$ cat config.mk
export PLATFORM = sky130hd
export DESIGN_NAME = ddr_tx_framer
export DESIGN_NICKNAME = d
export VERILOG_FILES = /design/src/rtl/ddr_tx_pkg.sv /design/src/rtl/ddr_tx_shifter.sv /design/src/rtl/ddr_tx_framer.sv
export SDC_FILE = /design/constraint.sdc
export NUM_CORES = 1
export LEC_CHECK = 0
export ABC_AREA = 1
export CAP_MARGIN = 5
export CELL_PAD_IN_SITES_DETAIL_PLACEMENT = 1
export CELL_PAD_IN_SITES_GLOBAL_PLACEMENT = 1
export CORE_AREA = 2 2 60 62
export DETAILED_ROUTE_END_ITERATION = 8
export DIE_AREA = 0 0 62 64
export GPL_TIMING_DRIVEN = 0
export PLACE_DENSITY = 0.75
export SYNTH_ARGS = -nofsm -noshare
export SYNTH_HDL_FRONTEND = slang
export SYNTH_SLANG_ARGS = --single-unit
$ cat constraint.sdc
create_clock -name clk -period 2.35 [get_ports clk]
set_input_delay 0.47 -clock clk [delete_from_list [all_inputs] [get_ports clk]]
set_output_delay 0.47 -clock clk [all_outputs]
set_load 0.01 [all_outputs]
$ cat src/rtl/ddr_tx_pkg.sv
// Shared types and constants for the DDR transmit framer and its receive-side counterpart.
package ddr_tx_pkg;

    typedef enum logic [2:0] {
        IDLE,
        WARMUP,
        DATA,
        PARITY,
        TAIL
    } tx_state_e;

    localparam int unsigned PAIR_BITS         = 2;
    localparam int unsigned WARMUP_CYCLES_DEF = 4;
    localparam int unsigned TAIL_CYCLES_DEF   = 2;

endpackage

$ cat src/rtl/ddr_tx_shifter.sv
// Word shift register, pair counter and (with DDR_TX_FRAMER_PARITY_EN) parity accumulator.
// d0/d1 present the pair that an emit on this edge sends out.
module ddr_tx_shifter
    import ddr_tx_pkg::*;
#(
    parameter int unsigned DATA_W = 8
) (
    input  logic              clk,
    input  logic              rst_n,
    input  logic              load,
    input  logic              emit,
    input  logic [DATA_W-1:0] load_data,
    output logic              d0,
    output logic              d1,
`ifdef DDR_TX_FRAMER_PARITY_EN
    output logic              parity,
`endif
    output logic              pair_last
);

    localparam int unsigned PAIRS = DATA_W / PAIR_BITS;
    localparam int unsigned CNT_W = $clog2(PAIRS + 1);

    logic [DATA_W-1:0] sr_q, sr_d, src;
    logic [CNT_W-1:0]  cnt_q, cnt_d;

    // load+emit is the seamless hand-over: the new word's first pair leaves immediately.
    always_comb begin
        src   = load ? load_data : sr_q;
        sr_d  = sr_q;
        cnt_d = cnt_q;
        if (emit) begin
            sr_d  = src >> PAIR_BITS;
            cnt_d = load ? CNT_W'(1) : cnt_q + 1'b1;
        end else if (load) begin
            sr_d  = load_data;
            cnt_d = '0;
        end
    end

    assign d0        = src[0];
    assign d1        = src[1];
    assign pair_last = (cnt_q == CNT_W'(PAIRS));

    always_ff @(posedge clk or negedge rst_n) begin
        if (!rst_n) begin
            sr_q  <= '0;
            cnt_q <= '0;
        end else begin
            sr_q  <= sr_d;
            cnt_q <= cnt_d;
        end
    end

`ifdef DDR_TX_FRAMER_PARITY_EN
    logic par_q, par_d;

    // A load without emit only happens on frame start, which is where parity restarts.
    always_comb begin
        par_d = par_q;
        if (emit) begin
            par_d = par_q ^ src[0] ^ src[1];
        end else if (load) begin
            par_d = 1'b0;
        end
    end

    assign parity = par_q;

    always_ff @(posedge clk or negedge rst_n) begin
        if (!rst_n) begin
            par_q <= 1'b0;
        end else begin
            par_q <= par_d;
        end
    end
`endif

endmodule

$ cat src/rtl/ddr_tx_framer.sv
// Stream-to-ODDR framer: warm-up toggle, LSB-first bit pairs, optional parity pair
// (DDR_TX_FRAMER_PARITY_EN), quiet tail, then pin release via oen.
module ddr_tx_framer
    import ddr_tx_pkg::*;
#(
    parameter int unsigned DATA_W        = 8,
    parameter int unsigned WARMUP_CYCLES = WARMUP_CYCLES_DEF,
    parameter int unsigned TAIL_CYCLES   = TAIL_CYCLES_DEF
) (
    input  logic              clk,
    input  logic              rst_n,
    input  logic              s_valid,
    input  logic [DATA_W-1:0] s_data,
    input  logic              s_last,
    output logic              s_ready,
    output logic              d0,
    output logic              d1,
    output logic              oen,
    output logic              busy,
    output logic              err_underrun
);

    localparam int unsigned PH_MAX = (WARMUP_CYCLES > TAIL_CYCLES) ? WARMUP_CYCLES : TAIL_CYCLES;
    localparam int unsigned PH_W   = $clog2(PH_MAX + 1);

    tx_state_e       state_q, state_d;
    logic [PH_W-1:0] ph_q, ph_d;
    logic            last_q, last_d;
    logic            ready_c, load, emit, err_d, oen_d, d0_d, d1_d;
    logic            sh_d0, sh_d1, pair_last, par;

    ddr_tx_shifter #(
        .DATA_W (DATA_W)
    ) u_shifter (
        .clk       (clk),
        .rst_n     (rst_n),
        .load      (load),
        .emit      (emit),
        .load_data (s_data),
        .d0        (sh_d0),
        .d1        (sh_d1),
`ifdef DDR_TX_FRAMER_PARITY_EN
        .parity    (par),
`endif
        .pair_last (pair_last)
    );

`ifndef DDR_TX_FRAMER_PARITY_EN
    assign par = 1'b0;
`endif

    always_comb begin
        state_d = state_q;
        ph_d    = ph_q;
        last_d  = last_q;
        ready_c = 1'b0;
        load    = 1'b0;
        emit    = 1'b0;
        err_d   = 1'b0;
        unique case (state_q)
            IDLE: begin
                ready_c = 1'b1;
                if (s_valid) begin
                    load    = 1'b1;
                    last_d  = s_last;
                    state_d = WARMUP;
                end
            end
            WARMUP: begin
                if (ph_q == PH_W'(WARMUP_CYCLES - 1)) begin
                    state_d = DATA;
                    emit    = 1'b1;
                end else begin
                    ph_d = ph_q + 1'b1;
                end
            end
            DATA: begin
                if (!pair_last) begin
                    emit = 1'b1;
                end else if (!last_q) begin
                    ready_c = 1'b1;
                    if (s_valid) begin
                        load   = 1'b1;
                        emit   = 1'b1;
                        last_d = s_last;
                    end else begin
                        err_d   = 1'b1;
                        state_d = TAIL;
                    end
                end else begin
`ifdef DDR_TX_FRAMER_PARITY_EN
                    state_d = PARITY;
`else
                    state_d = TAIL;
`endif
                end
            end
`ifdef DDR_TX_FRAMER_PARITY_EN
            PARITY: state_d = TAIL;
`endif
            TAIL: begin
                if (ph_q == PH_W'(TAIL_CYCLES - 1)) begin
                    state_d = IDLE;
                end else begin
                    ph_d = ph_q + 1'b1;
                end
            end
            default: state_d = IDLE;
        endcase
        if (state_d != state_q) begin
            ph_d = '0;
        end

        // Output registers are loaded with the values belonging to the state being entered.
        oen_d = (state_d == IDLE);
        d0_d  = 1'b0;
        d1_d  = 1'b0;
        case (state_d)
            WARMUP: d1_d = 1'b1;
            DATA: begin
                d0_d = sh_d0;
                d1_d = sh_d1;
            end
            PARITY: begin
                d0_d = par;
                d1_d = ~par;
            end
            default: ;
        endcase
    end

    assign s_ready = ready_c & rst_n;

    always_ff @(posedge clk or negedge rst_n) begin
        if (!rst_n) begin
            state_q      <= IDLE;
            ph_q         <= '0;
            last_q       <= 1'b0;
            d0           <= 1'b0;
            d1           <= 1'b0;
            oen          <= 1'b1;
            busy         <= 1'b0;
            err_underrun <= 1'b0;
        end else begin
            state_q      <= state_d;
            ph_q         <= ph_d;
            last_q       <= last_d;
            d0           <= d0_d;
            d1           <= d1_d;
            oen          <= oen_d;
            busy         <= (state_d != IDLE);
            err_underrun <= err_d;
        end
    end

endmodule

==> flow_metrics.py <==
metrics = {
    "worst_setup_path": {
        "arrival_ns": 1.70,
        "critPathLaunch": "u_shifter.cnt_q[0]$_DFFE_PN0P_",
        "critical_path_class": "reg -> out",
        "r2r-start": "u_shifter.cnt_q[0]$_DFFE_PN0P_",
        "critPathRequiredTime_ns": 1.88,
        "end_kind": "output port",
        "critPathLaunchType": "flop",
        "crit_fanout": 3,
    },
    "clock_network": {
        "cts_tree": "done",
        "cts_buffer_depth": 2,
        "path_clk_slew_ns": 0.14,
        "htreeDepth": 1,
        "cts_hold_buf": 0,
        "cts_made_buffers": 3,
        "cts_root_buf": "clkbuf_4",
        "cts.sinks": 23,
        "worst_skew_pair.late_latency_ns": 0.32,
    },
    "grt": {
        "grt_max_degree": 25,
        "overflow": 0,
        "antenna_found_initial": 0,
        "grt_use_total_pct": 18.1,
        "grt_pass1_vias": 1167,
        "grt_pass1_wl_mm": 5.40,
    },
    "synthesis": {
        "ys_seq_area_share_pct": 44.8,
        "synthesis.nets": 175,
        "ys_top_cells_by_count": "nand2_1 (33), inv_1 (26), dfrtp_1 (22), nand3_1 (22), nor2_1 (10)",
        "ys_async_sr_fraction_pct": 100,
        "synth_edf_count": 0,
        "synth_seq_cells": 23,
        "yosysUniqueCellTypes": 26,
        "synth_area_leaders": "dfrtp_1 (43%), nand2_1 (9.6%), nand3_1 (8.6%), inv_1 (7.6%), nand3b_1 (5.2%)",
        "yosysTopAreaCellShare_pct": 42.8,
        "syn-cell-area_um2": 1290,
        "avgSynthCellArea_um2": 8.15,
        "yosysMostFrequentCell": "nand2_1",
        "synthFlopType": "dfrtp_1",
        "synth_cells": 158,
        "ys_warn_count": 0,
        "synth_largest_area_cell": "dfrtp_1",
    },
    "outcome": {
        "run_status": "complete, no violations",
    },
    "power": {
        "cellPowerDensity_nw_per_um2": 1070,
        "ir_drop_v": 0.000442,
        "power_uw": 1690,
        "p_leak_uw": 0.000780,
    },
    "layout": {
        "diodes": 0,
        "utilization_pct": 47.9,
        "drive_above_1_share_pct": 11.5,
        "seqCellArea_um2": 577,
        "layout.nets": 200,
        "syn_to_final_growth_pct": 22.2,
        "nFillCells": 431,
        "multiInputGateArea_um2": 586,
    },
    "hold_path": {
        "hold_class": "in -> async",
    },
    "timing": {
        "post-route-period-util_pct": 92.3,
        "fin_crit_ns": 2.17,
        "max_freq_mhz": 461,
        "setup_viol": 0,
        "rsz0062_at_grt": "no",
        "max_slew.worst_pin.slew_ns": 0.606,
        "slew_violations": 0,
        "max_slew_margin_pct": 59.6,
        "fin_tns_setup_ns": 0,
        "skew_ns": 0.00776,
        "hold_viol_final": 0,
    },
    "detailed_routing": {
        "wl_met2_mm": 1.60,
        "firstDrtPassIters": 4,
        "drtIter0Drc": 47,
        "drc_errors": 0,
        "wl_per_cell_um": 13.6,
        "wl_met3_um": 50,
        "ant_nets": 0,
        "highest_layer": "met4",
        "avgViaCountPerCell": 4.87,
        "num_vias": 1111,
        "drt-met1-wl_mm": 1.43,
        "routed_wl_mm": 3.10,
    },
    "placed_design": {
        "portBuffers": 17,
        "dp.final_hpwl_mm": 2.20,
        "gp_congestion": 0.753,
    },
    "floorplan": {
        "boundaryPins": 18,
        "start_util_pct": 39.2,
        "die_y_um": 64,
        "fp.coreArea_um2": 3280,
        "die_area_um2": 3970,
        "die_w_um": 62,
        "rows": 21,
    },
    "flow_run": {
        "maxCapViolations": 0,
    },
}
logic make-up after synthesis:
group / synth area share (%)
buf+inv: 10.1
compound gates: 2.82
fa+ha+maj: 4.86
simple gates: 37.4
flops: 44.8
critical path, stage by stage (launching register included):
cell and delay (ns):
dfrtp_1 0.41, inv_1 0.07, ha_1 0.14, nand2_1 0.06
inv_1 0.10, nand2_1 0.12, nand2_4 0.09, and3_1 0.14
dlygate4sd2_1 0.26
final cells by class:
cell class                 count  share of cell area, %
buffer                         3                   1.99
clock inverter                 1                  0.318
multi-input combinational    105                   37.2
sequential                    23                   36.7
inverter                      27                   6.44
timing repair buffer          20                   12.3
tap                           46                   3.66
clock buffer                   3                   1.43
where the power goes:
part / leakage, uW / internal [uW] / switching (uW) / total, uW
Sequential: 0.000283 / 558 / 72.8 / 630
Combinational: 0.000480 / 372 / 491 / 863
Clock: 0.0000177 / 63.6 / 130 / 193
registers in the layout, indices dropped and copies added, names as in the netlist:
| register | cells |
|---|---|
| oen | 1 |
| state_q | 3 |
| u_shifter.sr_q | 8 |
| u_shifter.cnt_q | 3 |
| d1 | 1 |
| d0 | 1 |
| ph_q | 3 |
| busy | 1 |
| last_q | 1 |
| err_underrun | 1 |
metrics by stage:
step / hold slack [ns] / instances / setup slack, ns / area [um2]
6_report: 0.229 / 228 / 0.181 / 1570
5_1_grt: 0.266 / 228 / 0.0342 / 1570
4_1_cts: 0.260 / 228 / 0.189 / 1570
3_5_place_dp: 0.529 / 221 / -0.698 / 1520
3_3_place_gp: 0.512 / 221 / -0.660 / 1520
2_1_floorplan: 0.174 / 158 / 0.779 / 1290
cells in the final DEF (no fill, tap or decap), types with 2 or more instances in the layout:
cell type         n
buf_4             4
o21ai_0           2
clkbuf_4          3
inv_1            26
nand2_4           2
nor2_1           10
dfrtp_1          22
nand3_1          22
nor2_2            2
clkdlybuf4s50_1  15
nand3b_1          9
nand4_1           9
ha_1              5
nand2_2           2
nand2_1          33
path summary, 6_finish.rpt:
path                                             endpoint  slack, ns  cells after the start
max                                               s_ready       0.18                      8
min                           u_shifter.sr_q[3]$_DFF_PN0_       0.23                      1
max reg2reg                u_shifter.cnt_q[0]$_DFFE_PN0P_       0.75                     10
min reg2reg                u_shifter.cnt_q[2]$_DFFE_PN0P_       0.55                      2
max in group asynchronous            state_q[0]$_DFF_PN0_       1.72                      1
min in group clk           u_shifter.cnt_q[2]$_DFFE_PN0P_       0.55                      2
routing by layer:
metal / global-route usage, % / vias to the layer above
li1: - / 559
met1: 24.3 / 541
met3: 1.82 / 2
met4: 4.79 / 0
met2: 30.5 / 9
met5: 0 / -
timing repair:
item,4_1_cts,5_1_grt
gates resized for setup,6,0
buffers inserted,3,0
setup endpoints to repair,1,0
Power figures use the tool's default switching activity.
